`src/rtl/jtag_pkg.sv`:
```
// Shared JTAG types: command encodings, master FSM states, TAP states.
// The tap_next helper mirrors the IEEE 1149.1 TAP transition diagram.
package jtag_pkg;

  localparam int RESET_TMS_CYCLES = 5;

  typedef enum logic [1:0] {
    CMD_RESET = 2'd0,
    CMD_IR    = 2'd1,
    CMD_DR    = 2'd2,
    CMD_RSVD  = 2'd3
  } cmd_type_e;

  typedef enum logic [3:0] {
    RST_SEQ,
    IDLE,
    SEL_DR,
    SEL_IR,
    CAPTURE,
    SHIFT,
    EXIT1,
    UPDATE,
    RESP
  } mst_state_e;

  typedef enum logic [3:0] {
    TAP_TLR,
    TAP_RTI,
    TAP_SEL_DR,
    TAP_CAP_DR,
    TAP_SHIFT_DR,
    TAP_EX1_DR,
    TAP_PAUSE_DR,
    TAP_EX2_DR,
    TAP_UPD_DR,
    TAP_SEL_IR,
    TAP_CAP_IR,
    TAP_SHIFT_IR,
    TAP_EX1_IR,
    TAP_PAUSE_IR,
    TAP_EX2_IR,
    TAP_UPD_IR
  } tap_state_e;

  function automatic tap_state_e tap_next(
    tap_state_e s,
    logic       tms
  );
    tap_state_e n;
    n = TAP_TLR;
    case (s)
      TAP_TLR:      n = tms ? TAP_TLR    : TAP_RTI;
      TAP_RTI:      n = tms ? TAP_SEL_DR : TAP_RTI;
      TAP_SEL_DR:   n = tms ? TAP_SEL_IR : TAP_CAP_DR;
      TAP_CAP_DR:   n = tms ? TAP_EX1_DR : TAP_SHIFT_DR;
      TAP_SHIFT_DR: n = tms ? TAP_EX1_DR : TAP_SHIFT_DR;
      TAP_EX1_DR:   n = tms ? TAP_UPD_DR : TAP_PAUSE_DR;
      TAP_PAUSE_DR: n = tms ? TAP_EX2_DR : TAP_PAUSE_DR;
      TAP_EX2_DR:   n = tms ? TAP_UPD_DR : TAP_SHIFT_DR;
      TAP_UPD_DR:   n = tms ? TAP_SEL_DR : TAP_RTI;
      TAP_SEL_IR:   n = tms ? TAP_TLR    : TAP_CAP_IR;
      TAP_CAP_IR:   n = tms ? TAP_EX1_IR : TAP_SHIFT_IR;
      TAP_SHIFT_IR: n = tms ? TAP_EX1_IR : TAP_SHIFT_IR;
      TAP_EX1_IR:   n = tms ? TAP_UPD_IR : TAP_PAUSE_IR;
      TAP_PAUSE_IR: n = tms ? TAP_EX2_IR : TAP_PAUSE_IR;
      TAP_EX2_IR:   n = tms ? TAP_UPD_IR : TAP_SHIFT_IR;
      TAP_UPD_IR:   n = tms ? TAP_SEL_DR : TAP_RTI;
      default:      n = TAP_TLR;
    endcase
    return n;
  endfunction

endpackage

```
`src/rtl/jtag_master_if.sv`:
```
// Command/response handshake bundle between a sequencer and jtag_master.
// The master modport is the requester, slave is the JTAG controller.
interface jtag_master_if #(
  parameter int DR_W  = 51,
  parameter int LEN_W = 6
);
  logic             cmd_valid;
  logic             cmd_ready;
  logic [1:0]       cmd_type;
  logic [LEN_W-1:0] cmd_len;
  logic [DR_W-1:0]  cmd_data;
  logic             rsp_valid;
  logic             rsp_ready;
  logic [DR_W-1:0]  rsp_data;

  modport master (
    output cmd_valid, cmd_type, cmd_len,
    output cmd_data, rsp_ready,
    input  cmd_ready, rsp_valid, rsp_data
  );

  modport slave (
    input  cmd_valid, cmd_type, cmd_len,
    input  cmd_data, rsp_ready,
    output cmd_ready, rsp_valid, rsp_data
  );
endinterface

```
`src/rtl/jtag_tck_gen.sv`:
```
// TCK divider: half-period of CLK_DIV clocks, idles low when disabled.
// rise_o/fall_o flag the clock in which TCK is about to toggle.
module jtag_tck_gen #(
  parameter int CLK_DIV = 3
) (
  input  logic clk_i,
  input  logic rst_i,
  input  logic en_i,
  output logic tck_o,
  output logic rise_o,
  output logic fall_o
);
  localparam int CW = (CLK_DIV > 1) ? $clog2(CLK_DIV) : 1;

  logic [CW-1:0] cnt_q, cnt_d;
  logic          tck_q, tck_d;
  logic          wrap;

  assign wrap = (cnt_q == CW'(CLK_DIV - 1));

  always_comb begin
    cnt_d = wrap ? '0 : cnt_q + 1'b1;
    tck_d = wrap ? ~tck_q : tck_q;
  end

  always_ff @(posedge clk_i) begin
    if (rst_i || !en_i) begin
      cnt_q <= '0;
      tck_q <= 1'b0;
    end else begin
      cnt_q <= cnt_d;
      tck_q <= tck_d;
    end
  end

  assign tck_o  = tck_q;
  assign rise_o = en_i && wrap && !tck_q;
  assign fall_o = en_i && wrap && tck_q;
endmodule

```
`src/rtl/jtag_master.sv`:
```
// Host-side JTAG master: runs TAP reset, IR and DR scans from a
// command handshake and returns the captured TDO bits.
module jtag_master
  import jtag_pkg::*;
#(
  parameter int N       = 16,
  parameter int IR_W    = 2,
  parameter int DR_W    = 3 * N + 3,
  parameter int CLK_DIV = 3
) (
  input  logic         CLK,
  input  logic         RST,
  jtag_master_if.slave bus,
  output logic         TCK,
  output logic         TMS,
  output logic         TDI,
  input  logic         TDO
);
  localparam int LEN_W = $clog2(DR_W + 1);

  mst_state_e       state_q, state_d;
  tap_state_e       tap_q, tap_d;
  logic [2:0]       cnt_q, cnt_d;
  logic [LEN_W-1:0] k_q, k_d;
  logic [LEN_W-1:0] len_q, len_d, len_c;
  logic [DR_W-1:0]  data_q, data_d;
  logic [DR_W-1:0]  rsp_q, rsp_d;
  logic             ir_q, ir_d;
  logic             boot_q, boot_d;
  logic             tck_en, rise, fall;
  logic             in_shift;
  logic             cmd_ready, rsp_valid;

  assign tck_en = (state_q != IDLE) &&
                  (state_q != RESP);

  jtag_tck_gen #(.CLK_DIV(CLK_DIV)) u_tck (
    .clk_i  (CLK),
    .rst_i  (RST),
    .en_i   (tck_en),
    .tck_o  (TCK),
    .rise_o (rise),
    .fall_o (fall)
  );

  assign in_shift = (tap_q == TAP_SHIFT_DR) ||
                    (tap_q == TAP_SHIFT_IR);

  assign len_c =
    (bus.cmd_type == CMD_IR)
      ? ((bus.cmd_len > LEN_W'(IR_W))
          ? LEN_W'(IR_W) : bus.cmd_len)
      : ((bus.cmd_len > LEN_W'(DR_W))
          ? LEN_W'(DR_W) : bus.cmd_len);

  always_ff @(posedge CLK) begin
    if (RST) begin
      state_q <= RST_SEQ;
      tap_q   <= TAP_TLR;
      cnt_q   <= '0;
      k_q     <= '0;
      len_q   <= '0;
      data_q  <= '0;
      rsp_q   <= '0;
      ir_q    <= 1'b0;
      boot_q  <= 1'b1;
    end else begin
      state_q <= state_d;
      tap_q   <= tap_d;
      cnt_q   <= cnt_d;
      k_q     <= k_d;
      len_q   <= len_d;
      data_q  <= data_d;
      rsp_q   <= rsp_d;
      ir_q    <= ir_d;
      boot_q  <= boot_d;
    end
  end

  always_comb begin
    state_d = state_q;
    tap_d   = rise ? tap_next(tap_q, TMS) : tap_q;
    cnt_d   = cnt_q;
    k_d     = k_q;
    len_d   = len_q;
    data_d  = data_q;
    rsp_d   = rsp_q;
    ir_d    = ir_q;
    boot_d  = boot_q;
    if (rise && in_shift) rsp_d[k_q] = TDO;
    unique case (state_q)
      RST_SEQ: if (fall) begin
        if (cnt_q == 3'(RESET_TMS_CYCLES)) begin
          cnt_d   = '0;
          boot_d  = 1'b0;
          state_d = boot_q ? IDLE : RESP;
        end else begin
          cnt_d = cnt_q + 3'd1;
        end
      end
      IDLE: if (bus.cmd_valid) begin
        ir_d   = (bus.cmd_type == CMD_IR);
        len_d  = len_c;
        data_d = bus.cmd_data;
        rsp_d  = '0;
        cnt_d  = '0;
        k_d    = '0;
        if (bus.cmd_type == CMD_RESET)
          state_d = RST_SEQ;
        else if (bus.cmd_type != CMD_RSVD &&
                 len_c != '0)
          state_d = SEL_DR;
        else
          state_d = RESP;
      end
      SEL_DR: if (fall)
        state_d = ir_q ? SEL_IR : CAPTURE;
      SEL_IR: if (fall) state_d = CAPTURE;
      // two TMS=0 cycles: into Capture, then into Shift
      CAPTURE: if (fall) begin
        if (cnt_q == '0) begin
          cnt_d = 3'd1;
        end else begin
          cnt_d   = '0;
          state_d = (len_q == LEN_W'(1))
                    ? EXIT1 : SHIFT;
        end
      end
      SHIFT: if (fall) begin
        data_d = data_q >> 1;
        k_d    = k_q + LEN_W'(1);
        if (k_q == len_q - LEN_W'(2))
          state_d = EXIT1;
      end
      EXIT1: if (fall) state_d = UPDATE;
      UPDATE: if (fall) begin
        if (cnt_q == '0) begin
          cnt_d = 3'd1;
        end else begin
          cnt_d   = '0;
          state_d = RESP;
        end
      end
      RESP: if (bus.rsp_ready) state_d = IDLE;
      default: state_d = RST_SEQ;
    endcase
  end

  always_comb begin
    TMS       = 1'b0;
    TDI       = 1'b0;
    cmd_ready = 1'b0;
    rsp_valid = 1'b0;
    unique case (state_q)
      RST_SEQ: TMS = (cnt_q != 3'(RESET_TMS_CYCLES));
      IDLE:    cmd_ready = 1'b1;
      SEL_DR:  TMS = 1'b1;
      SEL_IR:  TMS = 1'b1;
      SHIFT:   TDI = data_q[0];
      EXIT1: begin
        TMS = 1'b1;
        TDI = data_q[0];
      end
      UPDATE:  TMS = (cnt_q == '0);
      RESP:    rsp_valid = 1'b1;
      default: ;
    endcase
  end

  assign bus.cmd_ready = cmd_ready;
  assign bus.rsp_valid = rsp_valid;
  assign bus.rsp_data  = rsp_q;
endmodule

```
`src/flat_wrapper.sv`:
```
// flat-port wrapper written by rule: the top's interface ports become plain ports
module jtag_master_flat import jtag_pkg::*;
#(
  parameter int N       = 16,
  parameter int IR_W    = 2,
  parameter int DR_W    = 3 * N + 3,
  parameter int CLK_DIV = 3
)
  (CLK, RST, TCK, TMS, TDI, TDO, bus_cmd_valid, bus_cmd_type, bus_cmd_len, bus_cmd_data, bus_rsp_ready, bus_cmd_ready, bus_rsp_valid, bus_rsp_data);
  jtag_master_if #(.DR_W(DR_W), .LEN_W((6))) bus_i ();
  input  logic CLK;
  input  logic RST;
  output logic TCK;
  output logic TMS;
  output logic TDI;
  input  logic TDO;
  input wire logic [$bits(bus_i.cmd_valid)-1:0] bus_cmd_valid;
  input wire logic [$bits(bus_i.cmd_type)-1:0] bus_cmd_type;
  input wire logic [$bits(bus_i.cmd_len)-1:0] bus_cmd_len;
  input wire logic [$bits(bus_i.cmd_data)-1:0] bus_cmd_data;
  input wire logic [$bits(bus_i.rsp_ready)-1:0] bus_rsp_ready;
  output wire logic [$bits(bus_i.cmd_ready)-1:0] bus_cmd_ready;
  output wire logic [$bits(bus_i.rsp_valid)-1:0] bus_rsp_valid;
  output wire logic [$bits(bus_i.rsp_data)-1:0] bus_rsp_data;
  assign bus_i.cmd_valid = bus_cmd_valid;
  assign bus_i.cmd_type = bus_cmd_type;
  assign bus_i.cmd_len = bus_cmd_len;
  assign bus_i.cmd_data = bus_cmd_data;
  assign bus_i.rsp_ready = bus_rsp_ready;
  assign bus_cmd_ready = bus_i.cmd_ready;
  assign bus_rsp_valid = bus_i.rsp_valid;
  assign bus_rsp_data = bus_i.rsp_data;
  jtag_master #(.N(N), .IR_W(IR_W), .DR_W(DR_W), .CLK_DIV(CLK_DIV)) u_core (.CLK(CLK), .RST(RST), .bus(bus_i), .TCK(TCK), .TMS(TMS), .TDI(TDI), .TDO(TDO));
endmodule
```
`config.mk`:
```
export PLATFORM = sky130hd
export DESIGN_NAME = jtag_master_flat
export DESIGN_NICKNAME = d
export VERILOG_FILES = /design/src/rtl/jtag_pkg.sv /design/src/rtl/jtag_master_if.sv /design/src/rtl/jtag_tck_gen.sv /design/src/rtl/jtag_master.sv /design/src/flat_wrapper.sv
export SDC_FILE = /design/constraint.sdc
export NUM_CORES = 1
export LEC_CHECK = 0
export ABC_AREA = 1
export CAP_MARGIN = 0
export CELL_PAD_IN_SITES_DETAIL_PLACEMENT = 1
export CELL_PAD_IN_SITES_GLOBAL_PLACEMENT = 1
export CORE_ASPECT_RATIO = 0.8
export CORE_UTILIZATION = 40
export DETAILED_ROUTE_END_ITERATION = 16
export GPL_TIMING_DRIVEN = 0
export PLACE_DENSITY_LB_ADDON = 0.1
export REMOVE_ABC_BUFFERS = 1
export SYNTH_ARGS = -nofsm -noshare
export SYNTH_HDL_FRONTEND = slang
export SYNTH_SLANG_ARGS = --single-unit
```
`constraint.sdc`:
```
create_clock -name CLK -period 5.2 [get_ports CLK]
set_input_delay 1.3 -clock CLK [delete_from_list [all_inputs] [get_ports CLK]]
set_output_delay 1.3 -clock CLK [all_outputs]
set_load 0.05 [all_outputs]
```
==> results of run 1 <==
sequential cells by signal, summed over array words and instances (netlist names):
signal               count
u_core.tap_q             4
u_core.data_q           51
u_core.cnt_q             3
u_core.bus.rsp_data     51
u_core.len_q             6
u_core.k_q               6
u_core.u_tck.tck_o       1
u_core.ir_q              1
u_core.u_tck.cnt_q       2
u_core.boot_q            1
u_core.state_q           4
logic make-up after synthesis:
kind of cell | after synthesis
compound gates | 218
fa+ha+maj | 3
buf+inv | 135
flops | 130
simple gates | 429
where the power goes:
part           internal (mW)  switching [mW]  leakage (nW)
combinational         0.0634          0.0671          1.75
clock                  0.910           0.457         0.326
sequential              1.00         0.00646          1.05
total                   1.98           0.531          3.12
per-stage QoR:
stage / worst slack (ns) / hold WS, ns / cell area [um2]
global placement: -0.5767 / 0.4040 / 7455
floorplan: 1.636 / 0.3920 / 6001
finish: 0.3009 / 0.4196 / 8129
global route: 0.07630 / 0.4489 / 8129
detailed placement: 0.1111 / 0.4129 / 7457
CTS: 0.2460 / 0.4210 / 8129
metal layers:
layer / routed length (um) / share of wire [%]
met1: 9258 / 50
met4: 157 / 0.85
met5: 0 / 0
met2: 8171 / 44
met3: 820 / 4.5
synth_stat cells, types with 7 or more instances:
cell type	instances	share of area [%]
nand4_1	7	0.70
inv_1	78	4.7
dfxtp_1	130	42
a21oi_1	35	2.8
a31oi_1	53	5.3
nor2_1	114	6.9
o21ai_0	97	7.8
o21bai_1	9	1.1
buf_2	13	1.0
nand2_1	211	13
nor3_1	53	4.3
nand3_1	28	2.3
clkbuf_1	35	2.1
o22ai_1	10	1.0
worst max path at each step:
stage / end / slack, ns / cells past startpoint
finish: TDI / 0.30 / 7
global route: TDI / 0.08 / 7
CTS: TDI / 0.25 / 7
detailed placement: u_core.bus.rsp_data[25] / 0.11 / 6
global placement: u_core.bus.rsp_data[6] / -0.58 / 6
floorplan: u_core.k_q[3] / 1.64 / 9
layout make-up:
type                       count  share of cell area [%]
tap                          210                   3.232
clock buffer                  18                   5.402
multi-input combinational    650                   37.94
clock inverter                13                   2.863
sequential                   130                   32.01
inverter                      85                   3.956
timing repair buffer         119                   14.59
==> metrics.md, run 1 <==
| Metric | Value |
|---|---|
| Initial core utilization | 41.10% |
| CP max stage delay | a little under 1 ns |
| Most common cell after layout, fill and taps aside | nand2_1 |
| Met1 usage in global routing | 32.72% |
| Hold Path Sink | u_core.u_tck.cnt_q[0] |
| Die ar. | 16040 um2 |
| Largest family of logic cells by synthesized area | simple AND/OR/NAND/NOR gates |
| Worst Tran Pin Value | 1.302 ns |
| Max Fclk | 204.1 MHz |
| Max-Cap Viols | 0 |
| Met2 global-route usage | 38.18% |
| Post-CTS setup buffer count | 0 |
| Layout overhead on the synthesized area | 30.86% |
| Tcrit/Tclk final | a little over nine tenths |
| Min cycle time layout | 4.899 ns |
| Internal reg-to-reg setup slack | 1.65 ns |
| Vias/cell | 5.174 |
| Total GRT Usage | 23.97% |
| Post-synth EDFFs | 0 |
| CP Max Fanout | 55 |
| Worst VDD drop | around 0.00025 V |
| Crit-path cells | inv_2 -> nor2_2 -> inv_1 -> nor2_4 -> nor2_1 -> nor2_1 -> clkdlybuf4s50_1 |
| Share of cells above drive strength 1 | 5.025% |
| Leakage | 3.119 nW |
| Cell Rows | 40 |
| R2R Path End | u_core.k_q[3] |
| CTS root buffer | clkbuf_16 |
| Post-Synth Adder-Cell Area | 0.6042% |
| Final hold vios | 0 |
| Post-route ant nets | 0 |
| Die width | between 100 and 150 um |
| Final number of setup-violating endpoints | 0 |
| Nets | 1070 |
| Start point of the critical path | u_core.state_q[0] |
| Setup TNS | 0 ns |
| CP Launch Type | register |
| RSZ-0062 raised after global routing | false |
| WP data arrival | 3.60 ns |
| Die height | 113.5 um |
| CP Data Required Time | 3.90 ns |
| Mapped Area | 6212 um2 |
| R2R depth | 9 |
| Final WL | 18410 um |
| Crit Path Category | register to output pin |
| Multiplexer area fraction after synthesis | 0% |
| Total grt overflow | 0 |
| Hold path depth | 1 |
| Boundary pin count | 120 |
| IO Port Bufs | between 100 and 150 |
| Pwr dens | 308.3 nW/um2 |
| Final Util | a little over half |
| Synth Flop Type | dfxtp_1 |
| Iteration-0 DRC Markers | 312 |
| #FFs+latches synth | 130 |
| Antenna Cells | 0 |
| Synthesized area per cell | around 6.8 um2 |
| Worst Hold Launch | u_core.u_tck.cnt_q[0] |
| Fin Clk Skew | 0.009439 ns |
| Number of remaining DRC errors | 0 |
| Global-route wire length before repair | 30680 um |
| CP dominant cell by count | nor2_1 |
| Reg clk slew, reported paths | 0.06 ns |
| Core ar. | approximately 15000 um2 |
| WP buf/inv | 3 |
| Footprint of the multi-input gates | 3084 um2 |
| Met3 Use GR | about 5.6% |
| CTS tree | yes |
| Clk buf depth | 2 |
| CTS H-tree depth | 4 |
| Min-delay worst type | register to register |
| Status | finished, final reports clean |
| Placed Instances | 1194 |
| Fillcell total | 1951 |
| Ys async rst share | 0% |
| Most frequent cells in the layout | nand2_1, dfxtp_1, clkdlybuf4s50_1 |
| Overall power | 2.506 mW |
| Seq/Total Area, Yosys | 41.89% |
| Crit. End Element | output pin |
| Cells after synthesis | 915 |
| Largest net degree at the start of global routing | approximately 110 |
| CTS-repair resized insts | 0 |
| Vias in the first global route | 6222 |
| Detail Placement HPWL | 12030 um |
| Routed vias | 6338 |
| CTS sink cnt | 130 |
| Slew HR | a little over an eighth |
| Yosys warnings | 0 |
| GRT Max-Usage Layer | met2 |
| Slew Viols, Final | 0 |
| Area share of and/or/nand/nor cells after synthesis | slightly below 30% |
| Drt wl/cell | 15.03 um |
| Distinct cells, synth | 36 |
| Compound-gate portion of the synthesized area | around 20% |
| Routability congestion estimate from global placement | roughly 0.86 |
| # hold bufs at CTS | 0 |
| Clock insertion delay at the later pin of the skew report | between 0.4 and 0.5 ns |
| Total CTS buffers | 17 |
| Drt pass-1 iters | 4 |
| Post-synthesis xor/xnor area fraction | 0% |
| Reg area | 2603 um2 |
| Initial antenna violation count | 0 |
| Worst path slowest cell | nor2_4 |
| CP top delay family | simple AND/OR/NAND/NOR gates |
| R2r startpoint | u_core.state_q[0] |
| Final std cells w/o fill | 1225 |
No activity file was read; power rests on OpenSTA's default activity.
==> inputs of run 2 (changes only) <==
--- a/config.mk
+++ b/config.mk
@@ -10,7 +10,7 @@
 export CELL_PAD_IN_SITES_DETAIL_PLACEMENT = 1
 export CELL_PAD_IN_SITES_GLOBAL_PLACEMENT = 1
 export CORE_ASPECT_RATIO = 0.8
-export CORE_UTILIZATION = 40
+export CORE_UTILIZATION = 33
 export DETAILED_ROUTE_END_ITERATION = 16
 export GPL_TIMING_DRIVEN = 0
 export PLACE_DENSITY_LB_ADDON = 0.1
==> constraint.sdc (replaced) <==
create_clock -name CLK -period 4.5 [get_ports CLK]
set_input_delay 1.125 -clock CLK [delete_from_list [all_inputs] [get_ports CLK]]
set_output_delay 1.125 -clock CLK [all_outputs]
set_load 0.05 [all_outputs]
==> metrics.md, run 2 (same netlist as run 1, synthesis figures left out) <==
| Metric | Value |
|---|---|
| Max Fclk | 230.1 MHz |
| Total grt overflow | 0 (unchanged) |
| Total CTS buffers | 17 (unchanged) |
| Routed vias | 6273 (-1.0%) |
| Total GRT Usage | 20.16% (-3.8 points) |
| Clock insertion delay at the later pin of the skew report | 0.42 ns (about the same) |
| Slew Viols, Final | 0 (unchanged) |
| Detail Placement HPWL | 12350 um (+2.6%) |
| CP dominant cell by count | nor2_1 |
| Die ar. | 19380 um2 (+21%) |
| RSZ-0062 raised after global routing | false |
| Power Internal | 2.095 mW (+6.0%) |
| CTS H-tree depth | 4 (unchanged) |
| WP buf/inv | 3 (unchanged) |
| Placed Instances | 1238 (+3.7%) |
| Antenna Cells | 0 (unchanged) |
| Number of remaining DRC errors | 0 (unchanged) |
| CTS root buffer | clkbuf_16 |
| Setup TNS | 0 ns (unchanged) |
| Clk buf depth | 2 (unchanged) |
| Final hold vios | 0 (unchanged) |
| Combinational share of power | 5.6% (+0.4 points) |
| Min cycle time layout | 4.346 ns |
| Routability congestion estimate from global placement | 0.8267 (-3.4%) |
| Net switching power | 0.6380 mW (+20%) |
| CTS tree | yes |
| Min-delay worst type | register to register |
| Boundary pin count | 120 (unchanged) |
| CP Max Fanout | 28 (-49%) |
| Core ar. | 18280 um2 (+21%) |
| Clock share of power | 51.8% (-2.7 points) |
| Initial core utilization | 33.99% (-7.1 points) |
| Fin Clk Skew | 0.01374 ns (+0.004299 ns) |
| Initial antenna violation count | 1 (+1) |
| Drt pass-1 iters | 4 (unchanged) |
| Die width | 155.4 um (+10%) |
| Sequential share of power | 42.6% (+2.3 points) |
| Worst path slowest cell | clkdlybuf4s50_1 |
| Crit-path cells | inv_2 -> nor2_2 -> inv_1 -> nor2_4 -> nor2_1 -> nor2_1 -> clkdlybuf4s50_1 |
| Setup slack at placement | -0.5348 ns (-0.6458 ns) |
| Reg clk slew, reported paths | 0.06 ns (about the same) |
| Share of cells above drive strength 1 | 5.305% (+0.28 points) |
| Final worst slack | 0.1535 ns (-0.1474 ns) |
| WP data arrival | 3.22 ns (-0.38 ns) |
| Vias in the first global route | 6130 (-1.5%) |
| IO Port Bufs | 119 (unchanged) |
| Worst Hold Slack | 0.4117 ns (-0.007935 ns) |
| Most common cell after layout, fill and taps aside | nand2_1 |
| Global-route wire length before repair | 31190 um (+1.6%) |
| Layout overhead on the synthesized area | 31.02% |
| Worst VDD drop | 0.0002487 V (+1.1%) |
| Post-route ant nets | 0 (unchanged) |
| CP max stage delay | 0.82 ns (-0.15 ns) |
| Final number of setup-violating endpoints | 0 (unchanged) |
| Cell Rows | 44 (+10%) |
| Die height | 124.7 um (+9.9%) |
| Max-Cap Viols | 0 (unchanged) |
| Crit. End Element | output pin |
| Final WL | 18820 um (+2.2%) |
| Post-CTS setup buffer count | 0 (unchanged) |
| Iteration-0 DRC Markers | 278 (-11%) |
| Largest net degree at the start of global routing | 106 (unchanged) |
| Drt wl/cell | 14.81 um (-1.5%) |
| Final std cells w/o fill | 1271 (+3.8%) |
| CTS-repair resized insts | 1 (+1) |
| # hold bufs at CTS | 0 (unchanged) |
| Pwr dens | 335.8 nW/um2 (+8.9%) |
| Fillcell total | 2355 (+21%) |
| Status | finished, final reports clean |
| Leakage | 3.083 nW (-1.2%) |
| Slew HR | 19.61% (+6.5 points) |
| Sw Share | 23.34% (+2.2 points) |
| Worst Tran Pin Value | 1.205 ns (-0.09743 ns) |
| Vias/cell | 4.935 (-4.6%) |
| CTS sink cnt | 130 (unchanged) |
| CP Launch Type | register |
| Nets | 1072 (+0.19%) |
| Crit Path Category | register to output pin |
| Tcrit/Tclk final | between 90% and 100% |
| Most frequent cells in the layout | nand2_1, dfxtp_1, clkdlybuf4s50_1 |
| Overall power | 2.733 mW (+9.0%) |
| CP top delay family | simple AND/OR/NAND/NOR gates |
| CP Data Required Time | 3.38 ns (-0.52 ns) |
-- run 2: changes by cell type in the layout (fill, tap and decap cells not counted) --
cell	before	now
clkbuf_8	1	3
nor2_2	4	5
bufinv_16	6	2
clkbuf_1	0	1
buf_12	0	1
inv_1	77	76
clkinvlp_4	1	4
-- run 2: layout make-up --
class | count | area [um2] | area share [%]
Multi-Input combinational cell | 651 | 3090 | 37.97
Sequential cell | 130 | 2603 | 31.98
Timing Repair Buffer | 120 | 1206 | 14.82
Clock buffer | 21 | 470.5 | 5.780
Inverter | 85 | 325.3 | 3.997
Tap cell | 253 | 316.6 | 3.889
Clock inverter | 11 | 127.6 | 1.568
-- run 2: metrics by stage --
step	area, um2	util, %
after floorplan	6001	-
after global placement	7508	41.08
after detailed placement	7531	41.20
after CTS	8139	44.53
after global routing	8139	44.53
final	8139	44.53
-- run 2: power groups by stage --
stage               sequential, mW  clock (mW)  combinational (mW)
finish                        1.17        1.42               0.152
floorplan                     1.19           0              0.0571
detailed placement            1.19           0               0.153
global route                  1.17        1.50               0.168
CTS                           1.17        1.45               0.154
global placement              1.19           0               0.151
-- run 2: per-layer routing --
metal  vias to the layer above  GRT usage (%)  wire length, um
li1                       3227              -                -
met4                         0          5.306              138
met1                      2946          28.56             9891
met3                        11          5.045              719
met5                         -              0                0
met2                        89          30.18             8068
-- run 2: path summary, 6_finish.rpt --
path | start | end | slack, ns | depth (start not counted)
max reg2reg | u_core.state_q[0] | u_core.k_q[3] | 1.28 | 9
min reg2reg | u_core.u_tck.cnt_q[0] | u_core.u_tck.cnt_q[0] | 0.41 | 1
max | u_core.state_q[0] | TDI | 0.15 | 7
min | u_core.u_tck.cnt_q[0] | u_core.u_tck.cnt_q[0] | 0.41 | 1
